$ cat config.mk
export PLATFORM = sky130hd
export DESIGN_NAME = sccu_ifetch
export DESIGN_NICKNAME = d
export VERILOG_FILES = /design/src/rtl/sccu_ifetch.sv
export SDC_FILE = /design/constraint.sdc
export NUM_CORES = 1
export LEC_CHECK = 0
export CELL_PAD_IN_SITES_DETAIL_PLACEMENT = 2
export CELL_PAD_IN_SITES_GLOBAL_PLACEMENT = 2
export CORE_MARGIN = 5
export CORE_UTILIZATION = 23
export CTS_BUF_LIST = sky130_fd_sc_hd__clkbuf_8
export DETAILED_ROUTE_END_ITERATION = 7
export PLACE_DENSITY_LB_ADDON = 0.08
export RECOVER_POWER = 50
export SETUP_SLACK_MARGIN = 0.15
export SLEW_MARGIN = 20
export SYNTH_ARGS = -nofsm -noshare
export SYNTH_HDL_FRONTEND = slang
export SYNTH_SLANG_ARGS = --single-unit
$ cat constraint.sdc
create_clock -name clk -period 3.85 [get_ports clk]
set_input_delay 0.77 -clock clk [delete_from_list [all_inputs] [get_ports clk]]
set_output_delay 0.77 -clock clk [all_outputs]
set_load 0.05 [all_outputs]
$ cat src/rtl/sccu_ifetch.sv
// sccu_ifetch: multicycle instruction fetch for the single-cycle control unit.
// Three-state IDLE/FETCH/EXEC sequencer with an instruction register and a next-PC mux.
module sccu_ifetch #(
  parameter logic [31:0] RESET_PC = 32'h0000_0000
) (
  input  logic        clk,
  input  logic        rst,
  input  logic        run,
  output logic        imem_req,
  output logic [31:0] imem_addr,
  input  logic        imem_ack,
  input  logic [31:0] imem_rdata,
  input  logic [1:0]  pcsource,
  input  logic [31:0] rs_data,
  output logic [5:0]  op,
  output logic [5:0]  func,
  output logic [4:0]  rs,
  output logic [4:0]  rt,
  output logic [4:0]  rd,
  output logic [4:0]  sa,
  output logic [15:0] imm,
  output logic [31:0] pc,
  output logic [31:0] pc4,
  output logic        inst_valid,
  output logic [31:0] icount
);

  typedef enum logic [1:0] {
    IDLE  = 2'd0,
    FETCH = 2'd1,
    EXEC  = 2'd2
  } state_t;

  state_t      state;
  state_t      state_nx;
  logic [31:0] ir;
  logic [31:0] br_off;
  logic [31:0] next_pc;

  assign op   = ir[31:26];
  assign rs   = ir[25:21];
  assign rt   = ir[20:16];
  assign rd   = ir[15:11];
  assign sa   = ir[10:6];
  assign func = ir[5:0];
  assign imm  = ir[15:0];

  assign pc4       = pc + 32'd4;
  assign imem_addr = pc;

  // state register
  always_ff @(posedge clk) begin
    if (rst) state <= IDLE;
    else     state <= state_nx;
  end

  // next-state logic
  always_comb begin
    state_nx = state;
    unique case (state)
      IDLE:    if (run) state_nx = FETCH;
      FETCH:   if (imem_ack) state_nx = EXEC;
      EXEC:    state_nx = run ? FETCH : IDLE;
      default: state_nx = IDLE;
    endcase
  end

  // state-decoded outputs
  always_comb begin
    imem_req   = 1'b0;
    inst_valid = 1'b0;
    unique case (state)
      FETCH:   imem_req   = 1'b1;
      EXEC:    inst_valid = 1'b1;
      default: ;
    endcase
  end

  // next-PC select; only consumed on the EXEC closing edge
  always_comb begin
    br_off  = {{14{imm[15]}}, imm, 2'b00};
    next_pc = pc4;
    unique case (pcsource)
      2'b00: next_pc = pc4;
      2'b01: next_pc = pc4 + br_off;
      2'b10: next_pc = rs_data & 32'hFFFF_FFFC;
      2'b11: next_pc = {pc4[31:28], ir[25:0], 2'b00};
      default: next_pc = pc4;
    endcase
  end

  // pc / ir / retired-instruction counter
  always_ff @(posedge clk) begin
    if (rst) begin
      pc     <= RESET_PC;
      ir     <= 32'd0;
      icount <= 32'd0;
    end else begin
      if (state == FETCH && imem_ack)
        ir <= imem_rdata;
      if (state == EXEC) begin
        pc     <= next_pc;
        icount <= icount + 32'd1;
      end
    end
  end

endmodule
======== Yosys cells after proc, flatten, opt, wreduce, memory -nomap -nowiden ========
Index checks and enable logic that the tools add are counted.
word-level totals
  register bits ........................... 98
  bits in latches ......................... 0
  RAM bits ................................ 0
  ROM bits ................................ 0
  output and inout port bits .............. 178
  memories kept ........................... 0
cells by class
  add/subtract/negate cells ............... 3
  multiply operators ...................... 0
  div/mod/pow operators ................... 0
  magnitude comparators ................... 0
  equality and inequality tests ........... 7
  shift-type cells ........................ 0
  muxes and demuxes ....................... 7
  bitwise gates (word level) .............. 0
  reductions and logical operators ........ 4
operator list
  operator               count
  $pmux 32 s4            1
  $add 32x1->32 const B  1
  $add 32x3->32 const B  1
  $add 32x32->32         1
  $eq 2x2->1 const B     3
  $pmux 2 s3             1
  $eq 2x1->1 const B     2
  $logic_not 2->1        2
  $mux 2                 2
  $ne 2x2->1 const B     2
  $mux 1                 3
  $reduce_and 2->1       1
  $logic_and 1x1->1      1

======== Logic depth before layout (Yosys ltp) ========
Gate-level depths: netlist of the first run.
  depth after elaboration ................. 3
  mapped depth ............................ 19
  mapped depth without buffers ............ 16

======== Least setup slack after synthesis of the first run ========
OpenSTA, ideal clock, no wires.
  kind .................................... reg2reg
  start ................................... register pc[4], in the netlist imem_addr[4]
  end ..................................... register pc[30], in the netlist imem_addr[30]
  setup time .............................. 79 ps
  arrival ................................. 4787 ps
  required time ........................... 3771 ps
  setup slack ............................. -1016 ps
  cell stages (with the launch flop) ...... 19
  buffers on the path ..................... 2
  clock period less this slack ............ 4866 ps
  path through ............................ dfxtp_1 > and3_1 > buf_6 > and3_4 > and3_4 > buf_6 > and4_4 > nand2_2 > xnor2_1 > ha_1 > a21oi_1 > o21ai_0 > a21oi_1 > o21ai_1 > a31oi_1 > o221ai_1 > o41ai_1 > o311ai_0 > o211ai_1
between the ends
  cells in the longest elaborated chain, start to end .. 3
RTL lines
  item                    line  source
  from (decl)             22    output logic [31:0] pc,
  from (signal assigned)  102   pc <= next_pc;
  $add 32x3->32           48    assign pc4 = pc + 32'd4;
  net pc4[13]             23    output logic [31:0] pc4,
  $add 32x32->32          85    2'b01: next_pc = pc4 + br_off;
  $pmux 32 s4             83    unique case (pcsource)
The timed path passes the listed nets, and every way through them passes these cells.
A chain may end at the register's enable or synchronous reset.

======== Final worst setup path of the first run ========
  start ................................... register pc[2], in the netlist imem_addr[2]
  end ..................................... register pc[31], in the netlist imem_addr[31]
between the ends
  cells in the longest elaborated chain, start to end .. 3
RTL lines
  item               line
  $add 32x3->32 (*)  48
  $add 32x32->32     85
  $pmux 32 s4 (*)    83
Every way passes the cells marked *; elsewhere a longest branch is shown, timed or not.

==> flow_metrics.tcl, run 1 <==
set metrics [dict create \
    async_flop_share_pct 0 \
    slowest_delay_ns 0.38 \
    wl_per_cell_um 20.9 \
    drt_pass1_iterations 4 \
    clock-root-buffer "clkbuf_8" \
    start_kind "flip-flop" \
    synthDistinctLibCells 77 \
    setup_viol 0 \
    dieHeight_um 185 \
    yosys_warnings 0 \
    synthFlopType "dfxtp_1" \
    finalNonFillerCells 1559 \
    syn_to_final_growth_pct 53.1 \
    grt_util_met3_pct 4.63 \
    grt_max_degree 57 \
    hold_buffers 0 \
    clock_latency_ns 0.42 \
    ir_worst_vdd_uv 130 \
    clk_pin_slew_ns 0.15 \
    ant_nets 0 \
    grt_pass1_wl_um 49400 \
    cp_slowest_cell "dfxtp_4" \
    place_inst 1533 \
    rsz0062_at_grt "yes" \
    criticalPathCategory "reg -> reg" \
    cts_tree "yes" \
    core_um2 30300 \
    grt_use_met2_pct 31.5 \
    finClkSkew_ns 0.0269 \
    first_global_vias 8012 \
    clk_path_buf_depth 2 \
    drv_slew 0 \
    hold_end "ir[29]" \
    ff2ff_path_depth 17 \
    cp_data_arrival_time_ns 3.87 \
    r2r_start "imem_addr[2]" \
    grtUsageMet1_pct 24.7 \
    start_util_pct 23.2 \
    htree_num_levels 3 \
    wirelength_um 32600 \
    port_buffers 239 \
    die_w_um 185 \
    synth-seq-cells 96 \
    crit_fanout 4 \
    cts_made_buffers 9 \
    drc 0 \
    insertedDiodeCount 0 \
    critical_path.most_common_cell "a21o_1" \
    r2r_slack_ns 0.28 \
    maxCapViolCount 0 \
    place.gp.congestion 0.818 \
    post-route-util_pct 35.4 \
    hold_class "reg -> reg" \
    period_minus_slack_ns 3.57 \
    min-delay-start "ir[29]" \
    viasPerCell 4.85 \
    grt.busiest_layer "met2" \
    critPathBufInv 2 \
    status "finished clean" \
    tightestPinTransition_ns 1.47 \
    avgSynthCellArea_um2 7.86 \
    seq_area_frac_synth_pct 27.3 \
    ios 248 \
    grt_use_total_pct 18.8 \
    synth_edf_count 0 \
    hold_viol_final 0 \
    min_path_cells 2 \
    r2r-end "imem_addr[31]" \
    postSynthCellCount 894 \
    worst_setup_path_end_kind "flip-flop" \
    hpwlAfterDp_um 25300 \
    power_density_nw_per_um2 225 \
    antenna_found_initial 4 \
    period_share_pct 92.8 \
    vias 7555 \
    synth_area_um2 7030 \
    required_ns 4.14 \
    hold_ws_ns 0.462 \
    cts.sinks 96 \
    num_rows 64 \
    grt_overflow 0 \
    drt_iter0_drc 211 \
    path_cells "ha_1, buf_4, nand4_1, nor3_4, buf_4, nand3_2, xnor2_4, ha_1, a21o_1, a21o_1, a21o_1, a211oi_2, o31a_1, mux2i_1, a311oi_1, o31a_1, a311oi_2" \
    die_area_um2 34200 \
    critPathTopFamily "compound AO/OA/AOI/OAI gates" \
    drive_gt1_share_pct 20.4 \
    power_leakage_nw 4.59 \
    fmaxAchievable_mhz 280 \
    slew_headroom_pct 2.15 \
    num-nets-final 1265 \
]
synthesized netlist by cell type (3+ instances only):
cell type / n / area share [%]
a211oi_1: 4 / 0.43
a21o_1: 14 / 1.5
a21oi_1: 98 / 7.0
a22o_1: 4 / 0.50
a31oi_1: 8 / 0.71
and2_1: 5 / 0.45
and3_1: 12 / 1.1
and4_1: 6 / 0.75
buf_2: 3 / 0.21
buf_4: 52 / 5.6
buf_6: 3 / 0.48
clkbuf_1: 27 / 1.4
clkbuf_8: 6 / 1.2
dfxtp_1: 96 / 27
ha_1: 36 / 6.4
inv_1: 13 / 0.69
mux2_2: 3 / 0.48
mux2i_1: 13 / 1.9
mux4_2: 8 / 2.6
nand2_1: 136 / 7.3
nand2b_1: 5 / 0.45
nand3_1: 30 / 2.1
nand4_1: 12 / 1.1
nor2_1: 84 / 4.5
nor2_2: 3 / 0.27
nor2b_1: 7 / 0.62
nor3_1: 18 / 1.3
nor3_2: 3 / 0.43
o211ai_1: 3 / 0.32
o21ai_0: 33 / 2.4
o21ai_1: 3 / 0.21
o21bai_1: 3 / 0.32
o221ai_1: 6 / 0.75
o22ai_1: 4 / 0.36
o31ai_1: 3 / 0.32
or2_2: 3 / 0.27
or3_1: 3 / 0.27
xnor2_1: 39 / 4.9
xor2_1: 40 / 5.0
cells in the final DEF, fill, tap and decap left out, types with 5 or more instances in the layout:
master,n
a21o_1,14
a21oi_1,93
a21oi_2,6
a31oi_1,7
and3_1,10
and3_4,5
and4_1,6
buf_4,111
clkbuf_8,9
clkdlybuf4s50_1,139
conb_1,6
dfxtp_1,79
dfxtp_2,8
dfxtp_4,9
dlygate4sd2_1,8
dlygate4sd3_1,78
ha_1,32
inv_1,13
mux2i_1,13
mux4_2,8
nand2_1,134
nand2b_1,5
nand3_1,28
nand4_1,12
nor2_1,78
nor2_2,6
nor2b_1,7
nor3_1,18
o21ai_0,30
o221ai_1,5
xnor2_1,23
xnor2_2,10
xnor2_4,7
xor2_1,35
how the worst max path moves through the flow:
stage,depth (start not counted),startpoint,endpoint
finish,17,imem_addr[2],imem_addr[31]
global placement,16,imem_addr[2],imem_addr[30]
CTS,16,imem_addr[2],imem_addr[31]
global route,19,imem_addr[2],imem_addr[25]
detailed placement,16,imem_addr[2],imem_addr[30]
floorplan,19,imem_addr[4],imem_addr[30]
metrics by stage:
step                      cell area [µm²]  worst slack (ns)  TNS, ns  power [W]
after global placement              10300             0.111        0    0.00166
after CTS                           10600            0.0910        0    0.00248
final                               10800             0.279        0    0.00242
after floorplan                      7430            -0.113   -0.271    0.00143
after detailed placement            10300            0.0313        0    0.00167
after global routing                10800            0.0556        0    0.00255
registers in the layout (all words and copies together) (netlist names):
register and cells:
imem_addr 30, state 2, ir 32, icount 32
area by class of cell:
class | count | area [µm²]
sequential | 96 | 1970
fill | 3422 | 19600
clock inverter | 7 | 93.8
inverter | 14 | 52.6
timing repair buffer | 341 | 3120
clock buffer | 9 | 124
multi-input combinational | 696 | 4900
tap | 396 | 495
layer usage:
metal,up-vias,wire length (µm)
li1,3604,-
met1,3744,14800
met2,166,15500
met3,33,1810
met4,8,451
met5,-,71
cells by family (layout without fill, tap and decap cells):
logic type / Yosys count / in the layout / share of synthesized area, %
adders and majority gates: 37 / 37 / 6.69
xor gates and xnor gates: 80 / 80 / 10.1
DFF: 96 / 96 / 27.3
AOI/OAI and AO/OA: 205 / 205 / 17.7
other: 1 / 6 / 0.0534
buffers and inverters: 107 / 371 / 9.72
muxes: 25 / 25 / 5.11
and+or+nand+nor: 343 / 343 / 23.3
where the power goes:
group          switching [W]  internal [W]
clock               0.000518      0.000271
combinational       0.000369      0.000226
sequential         0.0000258       0.00101
worst register-to-register path, stage by stage (launching register included):
cell and delay, ns:
dfxtp_4 0.38, ha_1 0.17, buf_4 0.13, nand4_1 0.23
nor3_4 0.28, buf_4 0.16, nand3_2 0.12, xnor2_4 0.16
ha_1 0.29, a21o_1 0.16, a21o_1 0.18, a21o_1 0.18
a211oi_2 0.21, o31a_1 0.25, mux2i_1 0.10, a311oi_1 0.21
o31a_1 0.19, a311oi_2 0.04
timing repair:
item	4_1_cts	5_1_grt
setup buffers	1	9
gates resized for setup	15	26
gates cloned	0	0
endpoints found under the setup margin	16	16
pin swaps	1	11
No activity file was read; power rests on OpenSTA's default activity.
==> run 2, diff against run 1 <==
CORE_MARGIN = 1   (was 5)
==> flow_metrics.tcl, run 2 (synthesis results as in run 1) <==
set metrics [dict create \
    status "finished with violations" \
    violations "capacitance limit, slew limit" \
    place_inst 1510 \
    syn_to_final_growth_pct 52.1 \
    hold_class "reg -> reg" \
    r2r-end "imem_addr[18]" \
    period_minus_slack_ns 3.61 \
    seq_power_share_pct 43.4 \
    hold_buffers 0 \
    setup_viol 0 \
    final_cell_mix "clkdlybuf4s50_1 (140), nand2_1 (135), buf_4 (95)" \
    grt_max_degree 47 \
    clk_pin_slew_ns 0.13 \
    port_buffers 239 \
    cts.sinks 96 \
    slew_headroom_pct -7.24 \
    post-route-util_pct 35.8 \
    pwr-share-comb_pct 24.8 \
    cts_tree "yes" \
    start_util_pct 23.5 \
    place.gp.congestion 0.824 \
    ir_worst_vdd_uv 129 \
    power_density_nw_per_um2 224 \
    ant_nets 0 \
    drive_gt1_share_pct 19.2 \
    clk_path_buf_depth 2 \
    cp_data_arrival_time_ns 2.84 \
    finalNonFillerCells 1541 \
    grt_overflow 0 \
    grt_pass1_wl_um 47600 \
    ff2ff_path_depth 16 \
    finClkSkew_ns 0.0245 \
    r2r_slack_ns 0.27 \
    fillers 3394 \
    antenna_found_initial 3 \
    r2r_start "imem_addr[2]" \
    hold_end "ir[29]" \
    first_global_vias 7853 \
    layout_commonest_cell "clkdlybuf4s50_1" \
    required_ns 3.08 \
    criticalPathCategory "reg -> out" \
    switching_share_pct 37.2 \
    rsz0062_at_grt "yes" \
    min_path_cells 2 \
    wirelength_um 31200 \
    maxCapViolCount 1 \
    hpwlAfterDp_um 24300 \
    intPower_w 0.00150 \
    switching_power_w 0.000889 \
    ios 248 \
    pwr-share-clk_pct 31.8 \
    power_leakage_nw 4.53 \
    dieHeight_um 177 \
    num_rows 63 \
    tightestPinTransition_ns 1.61 \
    wl_per_cell_um 20.3 \
    clock-root-buffer "clkbuf_8" \
    core_um2 29900 \
    drt_pass1_iterations 4 \
    drt_iter0_drc 214 \
    cts_made_buffers 9 \
    start_kind "flip-flop" \
    htree_num_levels 3 \
    min-delay-start "ir[29]" \
    drv_slew 30 \
    fmaxAchievable_mhz 277 \
    viasPerCell 4.87 \
    crit_fanout 5 \
    die_area_um2 31300 \
    period_share_pct 93.8 \
    num-nets-final 1251 \
    grt_use_total_pct 20.1 \
    clock_latency_ns 0.41 \
    worst_setup_path_end_kind "output pin" \
    vias 7507 \
    die_w_um 177 \
    hold_viol_final 0 \
    drc 0 \
]
## run 2: timing repair
item,in CTS,in global routing
endpoints found under the hold margin,0,0
setup endpoints to repair,14,20
pin swaps,3,10
gates resized for setup,13,32
setup buffers,2,11
## run 2: area by class of cell
type / count / area (µm²) / area share [%]
Multi-Input combinational cell: 696 / 4920 / 46.0
Timing Repair Buffer: 327 / 3040 / 28.5
Sequential cell: 96 / 1970 / 18.4
Tap cell: 390 / 488 / 4.57
Clock buffer: 9 / 124 / 1.16
Clock inverter: 7 / 86.3 / 0.808
Inverter: 14 / 52.6 / 0.492
Antenna cell: 2 / 5.00 / 0.0468
## run 2: per-stage QoR
stage / TNS (ns) / hold slack [ns] / power, W / area (µm²) / worst slack [ns]
floorplan: -0.271 / 0.497 / 0.00143 / 7430 / -0.113
global placement: 0 / 0.441 / 0.00165 / 10200 / 0.119
detailed placement: 0 / 0.454 / 0.00166 / 10200 / 0.0768
CTS: 0 / 0.469 / 0.00245 / 10500 / 0.113
global route: 0 / 0.487 / 0.00251 / 10700 / 0.0841
finish: 0 / 0.460 / 0.00239 / 10700 / 0.237
## run 2: power by group through the flow
stage	Clock (W)	Combinational (W)	Sequential [W]
2_1_floorplan	0	0.000301	0.00113
5_1_grt	0.000830	0.000633	0.00104
6_report	0.000759	0.000593	0.00104
4_1_cts	0.000806	0.000600	0.00104
3_3_place_gp	0	0.000592	0.00106
3_5_place_dp	0	0.000597	0.00106
## run 2: how the worst max path moves through the flow
stage	startpoint	endpoint	slack (ns)	cells after the start
final	imem_addr[2]	pc4[13]	0.24	7
after global routing	imem_addr[2]	imem_addr[30]	0.08	16
after floorplan	imem_addr[4]	imem_addr[30]	-0.11	19
after detailed placement	imem_addr[2]	imem_addr[24]	0.08	18
after CTS	imem_addr[2]	imem_addr[24]	0.11	18
after global placement	imem_addr[2]	imem_addr[27]	0.12	16
## run 2: worst max-delay path, stage by stage, from the launching register on
cell,delay [ns]
dfxtp_4,0.39
and3_4,0.21
and3_4,0.19
and3_4,0.19
and4_4,0.28
nand2_2,0.11
xnor2_4,0.21
clkdlybuf4s50_1,0.84
## run 2: per-layer routing
metal	up-vias	track usage, %	wire (µm)	share of wire, %
met2	162	33.4	14800	47
met4	2	4.63	449	1.4
met5	-	0	13	0.042
li1	3575	-	-	-
met3	31	4.64	1660	5.3
met1	3737	26.2	14300	46
==> run 3, diff against run 2 <==
==> constraint.sdc (replaced) <==
create_clock -name clk -period 3.85 [get_ports clk]
set_input_delay 0.77 -clock clk [delete_from_list [all_inputs] [get_ports clk]]
set_output_delay 0.77 -clock clk [all_outputs]
set_load 0.01 [all_outputs]
==> flow_metrics.tcl, run 3 (synthesis results as in run 1) <==
set metrics [dict create \
    rsz0062_at_grt "yes" \
    dieHeight_um 177 \
    cts_made_buffers 9 \
    cts.sinks 96 \
    viasPerCell 4.82 \
    switching_power_w 0.000746 \
    die_area_um2 31300 \
    place.gp.congestion 0.826 \
    grt_max_degree 63 \
    cts_tree "yes" \
    setup_viol 0 \
    ios 248 \
    ff2ff_path_depth 16 \
    intPower_w 0.00151 \
    status "finished with violations" \
    port_buffers 239 \
    grt_overflow 0 \
    slew_headroom_pct -9.91 \
    pwr-share-clk_pct 33.7 \
    regArea_um2 1930 \
    period_share_pct 92.3 \
    hpwlAfterDp_um 24200 \
    maxCapViolCount 1 \
    finClkSkew_ns 0.0199 \
    drv_slew 29 \
    start_util_pct 23.5 \
    min_path_cells 2 \
    finalNonFillerCells 1566 \
    multi_input_area_um2 4660 \
    num-nets-final 1277 \
    switching_share_pct 33.1 \
    num_rows 63 \
    clk_pin_slew_ns 0.12 \
    hold_viol_final 0 \
    first_global_vias 8047 \
    drive_gt1_share_pct 17.5 \
    final_cell_mix "clkdlybuf4s50_1 (157), nand2_1 (135), buf_4 (111)" \
    place_inst 1536 \
    drt_pass1_iterations 4 \
    wl_per_cell_um 19.9 \
    ir_worst_vdd_uv 126 \
    pwr-share-comb_pct 20.3 \
    worst_setup_path_end_kind "output pin" \
    vias 7548 \
    criticalPathCategory "reg -> out" \
    grt_use_total_pct 20.1 \
    fmaxAchievable_mhz 281 \
    period_minus_slack_ns 3.55 \
    ant_nets 0 \
    tightestPinTransition_ns 1.65 \
    hold_buffers 0 \
    clock_latency_ns 0.40 \
    violations "capacitance limit, slew limit" \
    antenna_found_initial 3 \
    power_leakage_nw 4.50 \
    die_w_um 177 \
    core_um2 29900 \
    syn_to_final_growth_pct 50.7 \
    layout_commonest_cell "clkdlybuf4s50_1" \
    fillers 3408 \
    drt_iter0_drc 255 \
    setup_tns_ns 0 \
    grt_pass1_wl_um 47600 \
    hold_class "reg -> reg" \
    power_density_nw_per_um2 213 \
    required_ns 3.08 \
    clk_path_buf_depth 2 \
    drc 0 \
    seq_power_share_pct 46.1 \
    clock-root-buffer "clkbuf_8" \
    htree_num_levels 3 \
    start_kind "flip-flop" \
    wirelength_um 31100 \
    crit_fanout 4 \
    cp_data_arrival_time_ns 2.78 \
]
## run 3: changes by cell type in the layout (fill, tap and decap cells not counted), moves of 7 or more
cell / before / now
buf_4: 95 / 111
clkdlybuf4s50_1: 140 / 157
xnor2_4: 7 / 0
dfxtp_4: 9 / 1
dfxtp_1: 79 / 93
xnor2_1: 23 / 33
## run 3: what timing repair did
action                     4_1_cts  5_1_grt
buffers inserted                 2       11
setup endpoints to repair       13       17
pin swaps                        2       24
resized for setup                6       40
## run 3: stage by stage
stage / power (W) / worst slack, ns / hold WS (ns) / utilization, % / area, µm²
global route: 0.00238 / 0.0896 / 0.496 / 35.4 / 10600
global placement: 0.00152 / 0.0669 / 0.443 / 33.7 / 10100
detailed placement: 0.00153 / 0.0294 / 0.458 / 33.7 / 10100
CTS: 0.00232 / 0.118 / 0.479 / 34.6 / 10300
floorplan: 0.00129 / 0.158 / 0.481 / - / 7070
finish: 0.00226 / 0.296 / 0.472 / 35.4 / 10600
## run 3: final cells by class
type / count / area share (%)
clock inverters: 7 / 0.839
inverters: 14 / 0.496
flip-flops and latches: 96 / 18.2
clock buffers: 9 / 1.17
diodes: 1 / 0.0236
multi-input cells: 696 / 44.0
well taps: 390 / 4.61
repair buffers: 353 / 30.7
## run 3: layer usage
metal  share of wire [%]  GRT usage, %  vias to the layer above  wire (µm)
li1                    -             -                     3624          -
met4                0.96          3.77                        4        300
met1                  46          26.4                     3725      14400
met2                  47          33.7                      170      14700
met5               0.087             0                        -         27
met3                 5.3          4.23                       25       1640
## run 3: power by group through the flow
stage,registers [W],clock network [W],logic [W]
detailed placement,0.00106,0,0.000464
CTS,0.00104,0.000815,0.000466
floorplan,0.00107,0,0.000217
finish,0.00104,0.000759,0.000457
global route,0.00104,0.000835,0.000499
global placement,0.00106,0,0.000458
## run 3: worst max-delay path, stage by stage, from the launching register on
cell and delay [ns]:
dfxtp_2 0.37, ha_2 0.19, buf_4 0.13, nand4_1 0.21, nor3_2 0.24, buf_4 0.17
nand3_2 0.10, xnor2_2 0.23, buf_4 0.14, buf_4 0.10, clkdlybuf4s50_1 0.52
## run 3: path summary, 6_finish.rpt
path / to / slack [ns] / startpoint
max: pc4[24] / 0.30 / imem_addr[3]
min: ir[29] / 0.47 / ir[29]
max reg2reg: imem_addr[31] / 0.35 / imem_addr[3]
min reg2reg: ir[29] / 0.47 / ir[29]
